## src/rtl/iir_pkg.sv

```systemverilog
// Shared types and default sizing for the IIR filter sequencer and its coefficient bank.
package iir_pkg;

    localparam int DEF_SIGNAL_BITS    = 24;
    localparam int DEF_COEFF_BITS     = 18;
    localparam int DEF_COEFF_LENGTH   = 4;
    localparam int DEF_TIMEOUT_CYCLES = 64;

    typedef logic signed [DEF_COEFF_BITS-1:0]  coeff_t;
    typedef logic signed [DEF_SIGNAL_BITS-1:0] sample_t;

    typedef enum logic [1:0] {
        IDLE,
        START,
        WAIT,
        HOLD
    } seq_state_e;

endpackage

```

## src/rtl/iir_coeff_bank.sv

```systemverilog
// Double-buffered coefficient storage: register-port writes land in shadow, a commit
// copies shadow to active only when the sequencer says it is between samples.
module iir_coeff_bank
    import iir_pkg::*;
#(
    parameter int COEFF_LENGTH = DEF_COEFF_LENGTH,
    parameter int COEFF_BITS   = DEF_COEFF_BITS,
    parameter int IDX_BITS     = (COEFF_LENGTH > 1) ? $clog2(COEFF_LENGTH) : 1
) (
    input  logic                                   clk_i,
    input  logic                                   reset_i,
    input  logic                                   coeff_wr_i,
    input  logic                                   coeff_den_i,
    input  logic [IDX_BITS-1:0]                    coeff_idx_i,
    input  logic [COEFF_BITS-1:0]                  coeff_data_i,
    input  logic                                   coeff_commit_i,
    input  logic                                   swap_en_i,
    output logic                                   commit_pending_o,
    output logic [COEFF_LENGTH-1:0][COEFF_BITS-1:0] num_o,
    output logic [COEFF_LENGTH-1:0][COEFF_BITS-1:0] den_o
);

    typedef logic [COEFF_LENGTH-1:0][COEFF_BITS-1:0] bank_t;

    bank_t sh_num_q, sh_num_d;
    bank_t sh_den_q, sh_den_d;
    bank_t act_num_q, act_num_d;
    bank_t act_den_q, act_den_d;
    logic  pending_q, pending_d;
    logic  swap;

    // A commit arriving on a swap-eligible cycle is applied at once.
    assign swap = swap_en_i & (pending_q | coeff_commit_i);

    // Indices with no matching tap simply fall through and are dropped.
    always_comb begin
        sh_num_d = sh_num_q;
        sh_den_d = sh_den_q;
        for (int t = 0; t < COEFF_LENGTH; t++) begin
            if (coeff_wr_i && (coeff_idx_i == IDX_BITS'(t))) begin
                if (coeff_den_i) sh_den_d[t] = coeff_data_i;
                else             sh_num_d[t] = coeff_data_i;
            end
        end
    end

    // Swap copies the post-write shadow so a same-cycle write is included.
    always_comb begin
        act_num_d = act_num_q;
        act_den_d = act_den_q;
        if (swap) begin
            act_num_d = sh_num_d;
            act_den_d = sh_den_d;
        end
        pending_d = (pending_q | coeff_commit_i) & ~swap;
    end

    always_ff @(posedge clk_i or negedge reset_i) begin
        if (!reset_i) begin
            sh_num_q  <= '0;
            sh_den_q  <= '0;
            act_num_q <= '0;
            act_den_q <= '0;
            pending_q <= 1'b0;
        end else begin
            sh_num_q  <= sh_num_d;
            sh_den_q  <= sh_den_d;
            act_num_q <= act_num_d;
            act_den_q <= act_den_d;
            pending_q <= pending_d;
        end
    end

    assign commit_pending_o = pending_q;
    assign num_o            = act_num_q;
    assign den_o            = act_den_q;

endmodule

```

## src/rtl/iir_filter_sequencer.sv

```systemverilog
// Drives one IIR filter per sample: accept, pulse start, wait for done (with timeout),
// hold the result until taken. Coefficient banks only swap between samples.
module iir_filter_sequencer
    import iir_pkg::*;
#(
    parameter int COEFF_LENGTH   = DEF_COEFF_LENGTH,
    parameter int SIGNAL_BITS    = DEF_SIGNAL_BITS,
    parameter int COEFF_BITS     = DEF_COEFF_BITS,
    parameter int TIMEOUT_CYCLES = DEF_TIMEOUT_CYCLES
) (
    input  logic                                    clk_i,
    input  logic                                    reset_i,
    input  logic                                    sample_valid_i,
    output logic                                    sample_ready_o,
    input  logic signed [SIGNAL_BITS-1:0]           sample_i,
    output logic                                    result_valid_o,
    input  logic                                    result_ready_i,
    output logic signed [SIGNAL_BITS-1:0]           result_o,
    input  logic                                    coeff_wr_i,
    input  logic                                    coeff_den_i,
    input  logic [$clog2(COEFF_LENGTH)-1:0]         coeff_idx_i,
    input  logic signed [COEFF_BITS-1:0]            coeff_data_i,
    input  logic                                    coeff_commit_i,
    output logic                                    commit_pending_o,
    output logic                                    filt_start_o,
    output logic signed [SIGNAL_BITS-1:0]           filt_signal_o,
    input  logic                                    filt_done_i,
    input  logic signed [SIGNAL_BITS-1:0]           filt_signal_i,
    output logic [COEFF_LENGTH-1:0][COEFF_BITS-1:0] numerator_coeffs_o,
    output logic [COEFF_LENGTH-1:0][COEFF_BITS-1:0] denominator_coeffs_o,
    output logic                                    timeout_o
);

    localparam int TMR_BITS = (TIMEOUT_CYCLES > 1) ? $clog2(TIMEOUT_CYCLES) : 1;

    seq_state_e             state_q;
    logic                   ready_q;
    logic                   valid_q;
    logic                   start_q;
    logic                   timeout_q;
    logic [SIGNAL_BITS-1:0] result_q;
    logic [SIGNAL_BITS-1:0] sig_q;
    logic [TMR_BITS-1:0]    timer_q;
    logic                   accept;
    logic                   swap_en;

    // A pending commit blocks acceptance for one IDLE cycle so the swap goes first.
    assign sample_ready_o = ready_q & ~commit_pending_o;
    assign accept         = sample_valid_i & sample_ready_o;
    assign swap_en        = ((state_q == IDLE) && !accept) ||
                            ((state_q == HOLD) && result_ready_i);

    always_ff @(posedge clk_i or negedge reset_i) begin
        if (!reset_i) begin
            state_q   <= IDLE;
            ready_q   <= 1'b0;
            valid_q   <= 1'b0;
            start_q   <= 1'b0;
            timeout_q <= 1'b0;
            result_q  <= '0;
            sig_q     <= '0;
            timer_q   <= '0;
        end else begin
            start_q <= 1'b0;
            case (state_q)
                IDLE: begin
                    ready_q <= 1'b1;
                    if (accept) begin
                        sig_q   <= sample_i;
                        start_q <= 1'b1;
                        ready_q <= 1'b0;
                        state_q <= START;
                    end
                end
                START: begin
                    timer_q <= '0;
                    state_q <= WAIT;
                end
                WAIT: begin
                    if (filt_done_i) begin
                        result_q <= filt_signal_i;
                        valid_q  <= 1'b1;
                        state_q  <= HOLD;
                    end else if (timer_q == TMR_BITS'(TIMEOUT_CYCLES - 1)) begin
                        // Abort with a zero result so the stream keeps flowing.
                        timeout_q <= 1'b1;
                        result_q  <= '0;
                        valid_q   <= 1'b1;
                        state_q   <= HOLD;
                    end else begin
                        timer_q <= timer_q + TMR_BITS'(1);
                    end
                end
                HOLD: begin
                    if (result_ready_i) begin
                        valid_q <= 1'b0;
                        ready_q <= 1'b1;
                        state_q <= IDLE;
                    end
                end
                default: state_q <= IDLE;
            endcase
        end
    end

    iir_coeff_bank #(
        .COEFF_LENGTH (COEFF_LENGTH),
        .COEFF_BITS   (COEFF_BITS),
        .IDX_BITS     ($clog2(COEFF_LENGTH))
    ) u_bank (
        .clk_i            (clk_i),
        .reset_i          (reset_i),
        .coeff_wr_i       (coeff_wr_i),
        .coeff_den_i      (coeff_den_i),
        .coeff_idx_i      (coeff_idx_i),
        .coeff_data_i     (coeff_data_i),
        .coeff_commit_i   (coeff_commit_i),
        .swap_en_i        (swap_en),
        .commit_pending_o (commit_pending_o),
        .num_o            (numerator_coeffs_o),
        .den_o            (denominator_coeffs_o)
    );

    assign result_valid_o = valid_q;
    assign result_o       = result_q;
    assign filt_start_o   = start_q;
    assign filt_signal_o  = sig_q;
    assign timeout_o      = timeout_q;

endmodule

```

## config.mk

```make
export PLATFORM = sky130hd
export DESIGN_NAME = iir_filter_sequencer
export DESIGN_NICKNAME = d
export VERILOG_FILES = /design/src/rtl/iir_pkg.sv /design/src/rtl/iir_coeff_bank.sv /design/src/rtl/iir_filter_sequencer.sv
export SDC_FILE = /design/constraint.sdc
export NUM_CORES = 1
export LEC_CHECK = 0
export ABC_AREA = 1
export ABC_CLOCK_PERIOD_IN_PS = 2000
export CORE_MARGIN = 8
export CORE_UTILIZATION = 29
export CTS_CLUSTER_DIAMETER = 200
export CTS_CLUSTER_SIZE = 40
export DETAILED_ROUTE_END_ITERATION = 16
export PLACE_DENSITY_LB_ADDON = 0.12
export REMOVE_ABC_BUFFERS = 1
export SLEW_MARGIN = 40
export SYNTH_ARGS = -nofsm -noshare
export SYNTH_HDL_FRONTEND = slang
export SYNTH_SLANG_ARGS = --single-unit
```

## constraint.sdc

```tcl
create_clock -name clk_i -period 2 [get_ports clk_i]
set_input_delay 0.2 -clock clk_i [delete_from_list [all_inputs] [get_ports clk_i]]
set_output_delay 0.2 -clock clk_i [all_outputs]
set_load 0.005 [all_outputs]
```

Yosys cells after proc, flatten, opt, wreduce, memory -nomap -nowiden:

Cells that the tools add are included.

* add/sub/neg operators: 1
* bitwise operators: 8
* muxes and demuxes: 35
* div/mod/pow operators: 0
* multiply operators: 0
* reductions and logical operators: 21
* equality and inequality tests: 12
* shifts and indexed selects: 0
* $lt $le $gt $ge: 0

Operator list (count)
* 18-bit two-way mux: 16
* 24-bit two-way mux: 2
* 6-bit two-way mux: 2
* 6-bit one-hot mux with 2 select lines: 1
* 3-bit AND reduction: 4
* 2-bit == test, second input constant: 4
* 2-bit two-way mux: 4
* 2-bit inequality test, second input constant: 4
* 2-bit one-hot mux with 4 select lines: 1
* 2-bit nonzero test: 4
* 1-bit two-way mux: 7
* 6-bit by 1-bit adder with 6-bit output, second input constant: 1
* 6-bit == test, second input constant: 1
* 1-bit logical AND: 6
* 2-bit AND reduction: 3
* 1-bit AND: 4
* 2-bit by 1-bit == test with 1-bit output, second input constant: 2
* 2-bit logical NOT: 2
* 1-bit one-hot mux with 2 select lines: 2
* 3-bit inequality test, second input constant: 1
* 1-bit inverter: 3
* 1-bit logical NOT: 1
* 1-bit logical OR: 1
* 1-bit OR: 1

* memories kept: 0
* bits of input ports: 76
* bits in latches: 0
* register bits after elaboration: 349
* RAM bits: 0
* ROM bits: 0
* output and inout port bits: 197
* logic and storage cells: 102

Logic depth before layout (Yosys ltp):

Gate-level depths: netlist of the first run.

* depth after elaboration: 9
* mapped depth: 9
* mapped depth without buffers: 7

Modules after synthesis:

A second synthesis of the first run with hierarchy kept.

* cells, all modules: 1971
* area total of the unflattened synthesis: 15483.6 µm²

By module, submodules not included
* iir_coeff_bank: sequential area each 7231.9 µm², cells each 1682, instances 1, area an instance 12906.1 µm²
* iir_filter_sequencer: sequential area each 1501.4 µm², cells each 289, instances 1, area an instance 2577.5 µm²

Least setup slack after synthesis of the first run:

Ideal clock, no wire load.

* path kind: reg2reg
* start: register state_q[0]
* end: register u_bank.act_den_q, in the netlist u_bank.den_o[10]
* period minus slack after synthesis: 1.544 ns
* cell stages (with the launch flop): 10
* arrival: 1.427 ns
* slack: 0.456 ns
* data required time: 1.883 ns
* path buffers: 3
* library setup time: 0.117 ns
* cells stage by stage: dfrtp_1 -> inv_1 -> ha_1 -> nand2_1 -> nand2_1 -> buf_4 -> buf_6 -> buf_2 -> nand3_1 -> nand2_1

* word-level cells in the longest chain between the ends: 4
* elaborated cells between the ends (all ways): 6

Ends and longest elaborated chain
* from (decl): line iir_filter_sequencer.sv:36 `seq_state_e state_q;`
* from (signal assigned): line iir_filter_sequencer.sv:55 `state_q <= IDLE;`
* from (signal assigned): line iir_filter_sequencer.sv:72 `state_q <= START;`
* from (signal assigned): line iir_filter_sequencer.sv:77 `state_q <= WAIT;`
* 2-bit == test or 2-bit logical NOT (tied branches): line iir_filter_sequencer.sv:51, iir_filter_sequencer.sv:50
* 1-bit logical AND, on equally long branches: line iir_filter_sequencer.sv:51, iir_filter_sequencer.sv:50
* 1-bit logical OR *: line iir_filter_sequencer.sv:50 `assign swap_en = ((state_q == IDLE) && !accept) ||`
* 1-bit AND *: line iir_coeff_bank.sv:33 `assign swap = swap_en_i & (pending_q | coeff_commit_i);`
* to (signal assigned): line iir_coeff_bank.sv:69 `act_den_q <= act_den_d;`
* to (decl): line iir_coeff_bank.sv:28 `bank_t act_den_q, act_den_d;`

Mark *: on every way between the ends. The rest lies on a longest branch, timed or not.
A chain may end at the register's enable or synchronous reset.

Worst setup path in the final report of the first run:

* start: register state_q[0]
* end: register u_bank.act_den_q, in the netlist u_bank.den_o[22]

Same word-level chain as after synthesis.

==> flow_metrics.tcl, run 1 <==
set metrics [dict create \
    status "complete, no violations" \
    fmax_mhz 547 \
    dr.first_iter.drc_count 930 \
    antenna_found_initial 1 \
    drive_gt1_frac 0.0393 \
    ioPinCount 273 \
    yosys-top-cells-count "1190 x nand2_1, 349 x dfrtp_1, 177 x nand3_1, 45 x buf_2, 21 x buf_1" \
    finalSetupViolCount 0 \
    p_per_area_nw_per_um2 1230 \
    cts.sinks 349 \
    viasPerCell 4.56 \
    cpMaxStageDelayCell "dfrtp_1" \
    setup.worst_path.end_class "flop" \
    htreeDepth 1 \
    coreArea_um2 51200 \
    placed_area_um2 18700 \
    die_h_um 243 \
    relSlewSlack 0.626 \
    synth_compound_area_frac 0.00443 \
    whs_path_depth 3 \
    synthArstFlopShare 1.00 \
    rr_worst_depth 7 \
    io_buffers 272 \
    rsz0062_at_grt "false" \
    r2r_slack_ns 0.17 \
    p_total_uw 23500 \
    synth_seq_cells 349 \
    synth_top_area_cell "dfrtp_1" \
    leakage_uw 0.0101 \
    crit_type "flop to flop" \
    grt_pass1_vias 12800 \
    cts_tree "done" \
    regArea_um2 8730 \
    rows 83 \
    cts_made_buffers 12 \
    cp_data_arrival_time_ns 2.31 \
    synthXorXnorAreaFrac 0.000585 \
    antenna_left 0 \
    r2r_end "u_bank.den_o[22]$_DFFE_PN0P_" \
    max_stage_delay_ns 0.44 \
    diodes 0 \
    worst_pin_slew_ns 0.561 \
    post_drt_wl_per_cell_um 17.5 \
    avgSynthCellArea_um2 7.98 \
    clk_latency_ns 0.54 \
    path_max_fanout 85 \
    wl_um 48900 \
    syn_to_final_growth_pct 27.6 \
    synth_area_um2 15000 \
    synth_fa_ha_area_frac 0.00502 \
    ys.flop_type "dfrtp_1" \
    die_w_um 243 \
    nets 2193 \
    min_path_type "input pin to flop" \
    grt.overflow.total 0 \
    clkTransAtPathRegs_ns 0.16 \
    place_congestion 0.754 \
    fin_util 0.373 \
    cp_common_cell "nand2_1" \
    multi_input_area_um2 5660 \
    cp_cell_sequence "inv_1, ha_1, nand2_1, nand2_4, buf_12, nand3_1, nand2_1" \
    synth_edf_count 0 \
    globalRouteTotalUtil 0.163 \
    yosysSeqAreaShare 0.584 \
    min_period_over_period 0.914 \
    r2r-start "state_q[0]$_DFFE_PN0P_" \
    synth_warnings 0 \
    stdcell_area_um2 19100 \
    fillers 5251 \
    dp_hpwl_um 31900 \
    vdd_drop_max_mv 0.831 \
    hold_end "filt_signal_o[4]$_DFFE_PN0P_" \
    fin_skew_ns 0.0306 \
    worst_ep_required_time_ns 2.48 \
    dr.pass1.iters 5 \
    synthMuxAreaShare 0 \
    drc 0 \
    final_cells 2791 \
    synth_area_leaders "dfrtp_1 58%, nand2_1 30%, nand3_1 5.9%" \
    synth_top_family_by_area "simple AND/OR/NAND/NOR gates" \
    hp-start "sample_i[4]" \
    grt_pass1_wl_um 77700 \
    grt_max_degree 86 \
    clock_path_buffers 3 \
    netlist_instances 1874 \
    synth_top_area_share 0.584 \
    root_buffer "clkbuf_16" \
    dieArea_um2 59100 \
    hold_viol_final 0 \
    synth_most_common_cell "nand2_1" \
    start_kind "flop" \
    fin_crit_ns 1.83 \
    yosys.area_share.simple 0.365 \
    synth_cell_type_count 23 \
    start_util 0.292 \
    via_count 12700 \
    dp_cells 2776 \
    drv_cap 0 \
    maxSlewViolCount 0 \
]
-- cell families (layout without fill, tap and decap cells) --
logic type,after synthesis,in the layout
AO/OA/AOI/OAI,12,12
flip-flops,349,349
adder cells (fa/ha/maj),6,6
XOR/XNOR,1,1
buffers and inverters,120,357
AND/OR/NAND/NOR,1386,1386
-- registers in the layout (all words and copies together), names as in the netlist --
register	flops
u_bank.den_o	72
u_bank.num_o	72
u_bank.sh_den_q	72
u_bank.sh_num_q	72
filt_signal_o	24
result_o	24
timer_q	6
state_q	2
filt_start_o	1
ready_q	1
result_valid_o	1
timeout_o	1
u_bank.commit_pending_o	1
-- worst max-delay path, delay by kind of cell (launching register included) --
family        cells  cell delay, ns
simple gates      4            0.63
fa+ha+maj         1            0.19
buf+inv           2            0.47
flops             1            0.44
-- where the power goes --
group          internal [µW]  leakage [µW]  switching (µW)
registers               9110       0.00451            1290
logic                   4520       0.00546            5140
clock network           1200      0.000167            2240
total                  14800        0.0101            8670
-- area by class of cell --
cell class,count,area share
clock buffers,13,0.0170
clock inverters,1,0.000852
inverters,21,0.00439
multi-input cells,1405,0.296
flip-flops and latches,349,0.457
well taps,680,0.0446
repair buffers,322,0.180
-- per-stage QoR --
stage	TNS [ns]	hold WS (ns)	worst slack [ns]
4_1_cts	0	0.146	0.0342
3_3_place_gp	0	0.197	0.166
2_1_floorplan	-524.97	-0.0956	-3.63
3_5_place_dp	0	0.207	0.165
5_1_grt	0	0.157	0.00161
6_report	0	0.181	0.172
-- how the worst max path moves through the flow --
stage                                            startpoint                            to  slack, ns  cells past startpoint
after floorplan                      state_q[0]$_DFFE_PN0P_   u_bank.den_o[0]$_DFFE_PN0P_      -3.63                      7
after global placement                       sample_valid_i  u_bank.den_o[68]$_DFFE_PN0P_       0.17                      8
after detailed placement                     sample_valid_i  u_bank.num_o[14]$_DFFE_PN0P_       0.17                      8
after CTS                 u_bank.commit_pending_o$_DFF_PN0_                sample_ready_o       0.03                      2
after global routing                 state_q[0]$_DFFE_PN0P_  u_bank.num_o[70]$_DFFE_PN0P_      0.002                      8
final                                state_q[0]$_DFFE_PN0P_  u_bank.den_o[22]$_DFFE_PN0P_       0.17                      7
-- layer usage --
| layer | track usage | wire length [µm] | up-vias |
|---|---|---|---|
| li1 | - | - | 6232 |
| met1 | 0.220 | 22500 | 6146 |
| met2 | 0.261 | 22300 | 313 |
| met3 | 0.0467 | 3530 | 30 |
| met4 | 0.0242 | 632 | 2 |
| met5 | 0 | 13 | - |
-- timing repair --
action | in CTS | in global routing
gates resized for setup | 0 | 3
hold endpoints to repair | 46 | 0
endpoints found under the setup margin | 0 | 22
buffers inserted | 0 | 0
hold buffers | 1 | 0
-- cell usage in the layout (no fill, tap or decap), types with 3 or more instances in the layout --
cell	n
a21oi_1	6
buf_12	26
buf_4	24
clkbuf_16	13
clkdlybuf4s50_1	269
dfrtp_1	349
ha_1	6
inv_1	13
inv_2	6
nand2_1	1189
nand3_1	177
nand4_1	3
nor2_1	9
o21ai_0	4
No activity file was read; power rests on OpenSTA's default activity.
==> run 2, diff against run 1 <==
- CORE_UTILIZATION: 29 -> 53
==> flow_metrics.tcl, run 2 (synthesized netlist as in run 1, its figures left out) <==
set metrics [dict create \
    clock_path_buffers 3 \
    worst_ep_required_time_ns 1.80 \
    coreArea_um2 27800 \
    maxSlewViolCount 0 \
    relSlewSlack 0.466 \
    cts_setup_buffers 0 \
    crit_path_end "sample_ready_o" \
    p_clk_frac 0.144 \
    io_buffers 272 \
    ioPinCount 273 \
    grtUsageMet3 0.0739 \
    viasPerCell 5.20 \
    place_congestion 0.804 \
    p_sw_frac 0.361 \
    hold_slack_ns 0.180 \
    dp_cells 2468 \
    globalRouteTotalUtil 0.249 \
    dr.first_iter.drc_count 1036 \
    final_common_cell "nand2_1" \
    fin_skew_ns 0.0182 \
    leakage_uw 0.0101 \
    htreeDepth 1 \
    path_max_fanout 3 \
    met1_usage 0.313 \
    die_h_um 184 \
    antenna_left 0 \
    cpMaxStageDelayCell "clkdlybuf4s50_1" \
    dp_hpwl_um 28500 \
    min_path_type "input pin to asynchronous set/reset pin" \
    rows 61 \
    r2r_slack_ns 0.25 \
    rsz0062_at_grt "false" \
    busiest_layer "met2" \
    nets 2187 \
    worst_pin_slew_ns 0.799 \
    drv_cap 0 \
    final_cells 2484 \
    root_buffer "clkbuf_16" \
    syn_to_final_growth_pct 24.0 \
    vdd_drop_max_mv 1.01 \
    dieArea_um2 33900 \
    post_drt_wl_per_cell_um 17.0 \
    fmax_mhz 535 \
    hold_viol_final 0 \
    grt_pass1_wl_um 68400 \
    cp_data_arrival_time_ns 1.67 \
    cts.sinks 349 \
    grt_max_degree 70 \
    min_period_over_period 0.934 \
    p_seq_frac 0.450 \
    clkTransAtPathRegs_ns 0.14 \
    cts_tree "done" \
    via_count 12900 \
    start_util 0.539 \
    die_w_um 184 \
    use_met2 0.416 \
    drive_gt1_frac 0.0361 \
    cp_cell_sequence "nor2_1, clkdlybuf4s50_1" \
    fin_crit_ns 1.87 \
    cts_made_buffers 12 \
    drc 0 \
    max_stage_delay_ns 0.55 \
    r2r-start "state_q[0]$_DFFE_PN0P_" \
    grt_pass1_vias 13000 \
    dr.pass1.iters 5 \
    start_kind "flop" \
    final_cell_mix "1189 x nand2_1, 349 x dfrtp_1, 270 x clkdlybuf4s50_1" \
    intPower_uw 14800 \
    wl_um 42200 \
    startpoint "u_bank.commit_pending_o$_DFF_PN0_" \
    r2r_end "u_bank.den_o[10]$_DFFE_PN0P_" \
    setup.worst_path.end_class "primary output" \
    p_switching_uw 8340 \
    antenna_found_initial 0 \
    grt.overflow.total 0 \
    p_per_area_nw_per_um2 1250 \
    status "complete, no violations" \
    rr_worst_depth 8 \
    p_comb_frac 0.407 \
    finalSetupViolCount 0 \
    clk_latency_ns 0.52 \
    crit_type "flop to primary output" \
]
==> run 2: timing repair <==
action / in CTS / in global routing
hold buffers: 1 / 0
setup endpoints to repair: 0 / 20
resized for setup: 0 / 1
endpoints found under the hold margin: 159 / 0
==> run 2: stage by stage <==
| stage | util | TNS (ns) | cell area (µm²) | setup slack [ns] | power, µW |
|---|---|---|---|---|---|
| CTS | 0.667 | 0 | 18500 | 0.0313 | 23400 |
| finish | 0.668 | 0 | 18600 | 0.132 | 23100 |
| detailed placement | 0.655 | 0 | 18200 | 0.0488 | 20000 |
| global placement | 0.655 | 0 | 18200 | 0.0917 | 19800 |
| global route | 0.668 | 0 | 18500 | 0.0162 | 24700 |
| floorplan | - | -524.97 | 14400 | -3.63 | 14500 |
==> run 2: power by group through the flow <==
stage | clock (µW) | combinational [µW] | sequential, µW
floorplan | 0 | 3570 | 10900
global placement | 0 | 9330 | 10500
detailed placement | 0 | 9510 | 10500
CTS | 3400 | 9550 | 10400
global route | 3600 | 10500 | 10600
finish | 3320 | 9400 | 10400
==> run 2: worst min path at each step <==
| stage | from | slack, ns | cells after the start | end |
|---|---|---|---|---|
| 2_1_floorplan | reset_i | -0.1 | 0 | filt_signal_o[0]$_DFFE_PN0P_ |
| 3_3_place_gp | reset_i | 0.14 | 1 | result_o[18]$_DFFE_PN0P_ |
| 3_5_place_dp | reset_i | 0.14 | 1 | result_o[18]$_DFFE_PN0P_ |
| 4_1_cts | reset_i | 0.19 | 2 | result_o[19]$_DFFE_PN0P_ |
| 5_1_grt | sample_i[16] | 0.20 | 3 | filt_signal_o[16]$_DFFE_PN0P_ |
| 6_report | reset_i | 0.18 | 2 | result_o[0]$_DFFE_PN0P_ |
==> run 2: cell type report <==
| class | instances | area [µm²] |
|---|---|---|
| tap | 378 | 473 |
| clock buffer | 13 | 325 |
| fill | 2433 | 9230 |
| antenna | 1 | 2.50 |
| clock inverter | 1 | 16.3 |
| timing repair buffer | 316 | 3280 |
| sequential | 349 | 8730 |
| multi-input combinational | 1405 | 5630 |
| inverter | 21 | 82.6 |
==> run 2: worst max-delay path, delay by kind of cell, from the launching register on <==
family	cells	cell delay, ns
buffers and inverters	1	0.55
flip-flops	1	0.44
AND/OR/NAND/NOR	1	0.18
==> run 2: routing by layer <==
metal / up-vias / routed length, µm
li1: 6226 / -
met1: 6172 / 17300
met2: 452 / 20100
met3: 60 / 3850
met4: 0 / 1010
met5: - / 0
==> run 3, diff against run 2 <==
- CORE_UTILIZATION: 53 -> 63
- CTS_CLUSTER_DIAMETER: 200 -> 30
- DONT_BUFFER_PORTS: unset -> 1
- GPL_ROUTABILITY_DRIVEN: unset -> 0
==> flow_metrics.tcl, run 3 (synthesized netlist as in run 1, its figures left out) <==
set metrics [dict create \
    clock_path_buffers 3 \
    grt_pass1_vias 13000 \
    grt_max_degree 350 \
    die_w_um 170 \
    fin_skew_ns 0.0144 \
    start_kind "flop" \
    rr_worst_depth 7 \
    ioPinCount 273 \
    maxSlewViolCount 0 \
    viasPerCell 5.62 \
    wl_met3_um 4630 \
    fmax_mhz 529 \
    coreArea_um2 23400 \
    antenna_left 0 \
    die_h_um 170 \
    fin_crit_ns 1.89 \
    crit_type "flop to flop" \
    wl_met2_um 20600 \
    finalSetupViolCount 0 \
    dr.pass1.iters 5 \
    r2r-start "state_q[0]$_DFFE_PN0P_" \
    drv_cap 0 \
    cp_data_arrival_time_ns 2.39 \
    p_per_area_nw_per_um2 1520 \
    cts_made_buffers 61 \
    clkTransAtPathRegs_ns 0.05 \
    syn_to_final_growth_pct 20.4 \
    top_layer "met4" \
    min_period_over_period 0.945 \
    relSlewSlack 0.394 \
    via_count 13000 \
    drt-met1-wl_um 16900 \
    path_max_fanout 79 \
    globalRouteTotalUtil 0.295 \
    grt.overflow.total 0 \
    hold_slack_ns -0.669 \
    final_common_cell "nand2_1" \
    hold_viol_final 349 \
    start_util 0.639 \
    io_buffers 0 \
    antenna_found_initial 2 \
    violations "hold timing" \
    min_path_type "input pin to asynchronous set/reset pin" \
    worst_pin_slew_ns 0.910 \
    drc 0 \
    drive_gt1_frac 0.0742 \
    r2r_slack_ns 0.11 \
    nets 2015 \
    post_drt_wl_per_cell_um 18.7 \
    htreeDepth 2 \
    rsz0062_at_grt "false" \
    leakage_uw 0.0101 \
    setup.worst_path.end_class "flop" \
    fillers 1653 \
    dieArea_um2 28900 \
    ctsHoldBuffers 74 \
    final_cells 2303 \
    final_cell_mix "1189 x nand2_1, 349 x dfrtp_1, 177 x nand3_1" \
    rows 56 \
    root_buffer "clkbuf_16" \
    wl_um 43100 \
    cts.sinks 349 \
    dr.first_iter.drc_count 1538 \
    vdd_drop_max_mv 1.41 \
    dp_hpwl_um 23000 \
    worst_ep_required_time_ns 2.50 \
    r2r_end "u_bank.num_o[58]$_DFFE_PN0P_" \
    cts_tree "done" \
    clk_latency_ns 0.57 \
    dp_cells 2114 \
    grt_pass1_wl_um 69000 \
    status "complete, but fails checks" \
]
## run 3: changes by cell type in the layout (fill, tap and decap cells not counted), moves of 4 or more
cell and change:
clkdlybuf4s50_1 -270, dlygate4sd3_1 +72, clkbuf_16 +49, buf_4 -18, inv_6 +14, buf_12 -8
clkinv_2 +8, clkinv_4 +7, bufinv_16 +6, clkinvlp_4 +6, clkbuf_1 +4
## run 3: critical path: stages, from the launching register on
cell and delay [ns]:
dfrtp_1 0.42, inv_1 0.15, ha_1 0.23, nand2_1 0.19, nand2_4 0.16, buf_12 0.31, nand3_1 0.18, nand2_1 0.09
## run 3: per-layer routing
layer,GRT usage,vias to the layer above
met5,0,-
met4,0.0934,0
met3,0.101,93
met2,0.478,622
met1,0.369,6305
li1,-,5932
## run 3: timing repair
| action | CTS | global route |
|---|---|---|
| resized for setup | 0 | 3 |
| setup endpoints to repair | 0 | 31 |
| endpoints found under the hold margin | 553 | 349 |
| setup buffers | 0 | 0 |
## run 3: worst max path at each step
| stage | from | endpoint | slack [ns] |
|---|---|---|---|
| 5_1_grt | state_q[0]$_DFFE_PN0P_ | u_bank.den_o[39]$_DFFE_PN0P_ | 0.004 |
| 4_1_cts | coeff_den_i | u_bank.num_o[70]$_DFFE_PN0P_ | 0.12 |
| 3_3_place_gp | state_q[0]$_DFFE_PN0P_ | filt_signal_o[4]$_DFFE_PN0P_ | 0.33 |
| 6_report | state_q[0]$_DFFE_PN0P_ | u_bank.num_o[58]$_DFFE_PN0P_ | 0.11 |
| 3_5_place_dp | state_q[0]$_DFFE_PN0P_ | filt_signal_o[4]$_DFFE_PN0P_ | 0.21 |
| 2_1_floorplan | state_q[0]$_DFFE_PN0P_ | u_bank.den_o[0]$_DFFE_PN0P_ | -3.63 |
## run 3: layout make-up
type	instances	area [µm²]	share of cell area
inverters	21	85.1	0.00472
clock buffers	67	1570	0.0871
clock inverters	45	499	0.0277
well taps	319	399	0.0222
multi-input cells	1405	5630	0.313
flip-flops and latches	349	8730	0.485
repair buffers	95	1080	0.0601
diodes	2	5.00	0.000278
## run 3: where the power goes
part	internal [µW]	switching, µW
clock	6540	3780
sequential	9160	1820
combinational	1980	4110
## run 3: through the flow
stage / utilization / TNS (ns) / worst slack (ns) / power (µW) / cell area [µm²]
2_1_floorplan: - / -524.97 / -3.63 / 14500 / 14400
3_3_place_gp: 0.647 / 0 / 0.325 / 16300 / 15100
3_5_place_dp: 0.647 / 0 / 0.205 / 16600 / 15100
4_1_cts: 0.768 / 0 / 0.118 / 27100 / 18000
5_1_grt: 0.769 / 0 / 0.00433 / 28800 / 18000
6_report: 0.769 / 0 / 0.110 / 27400 / 18000
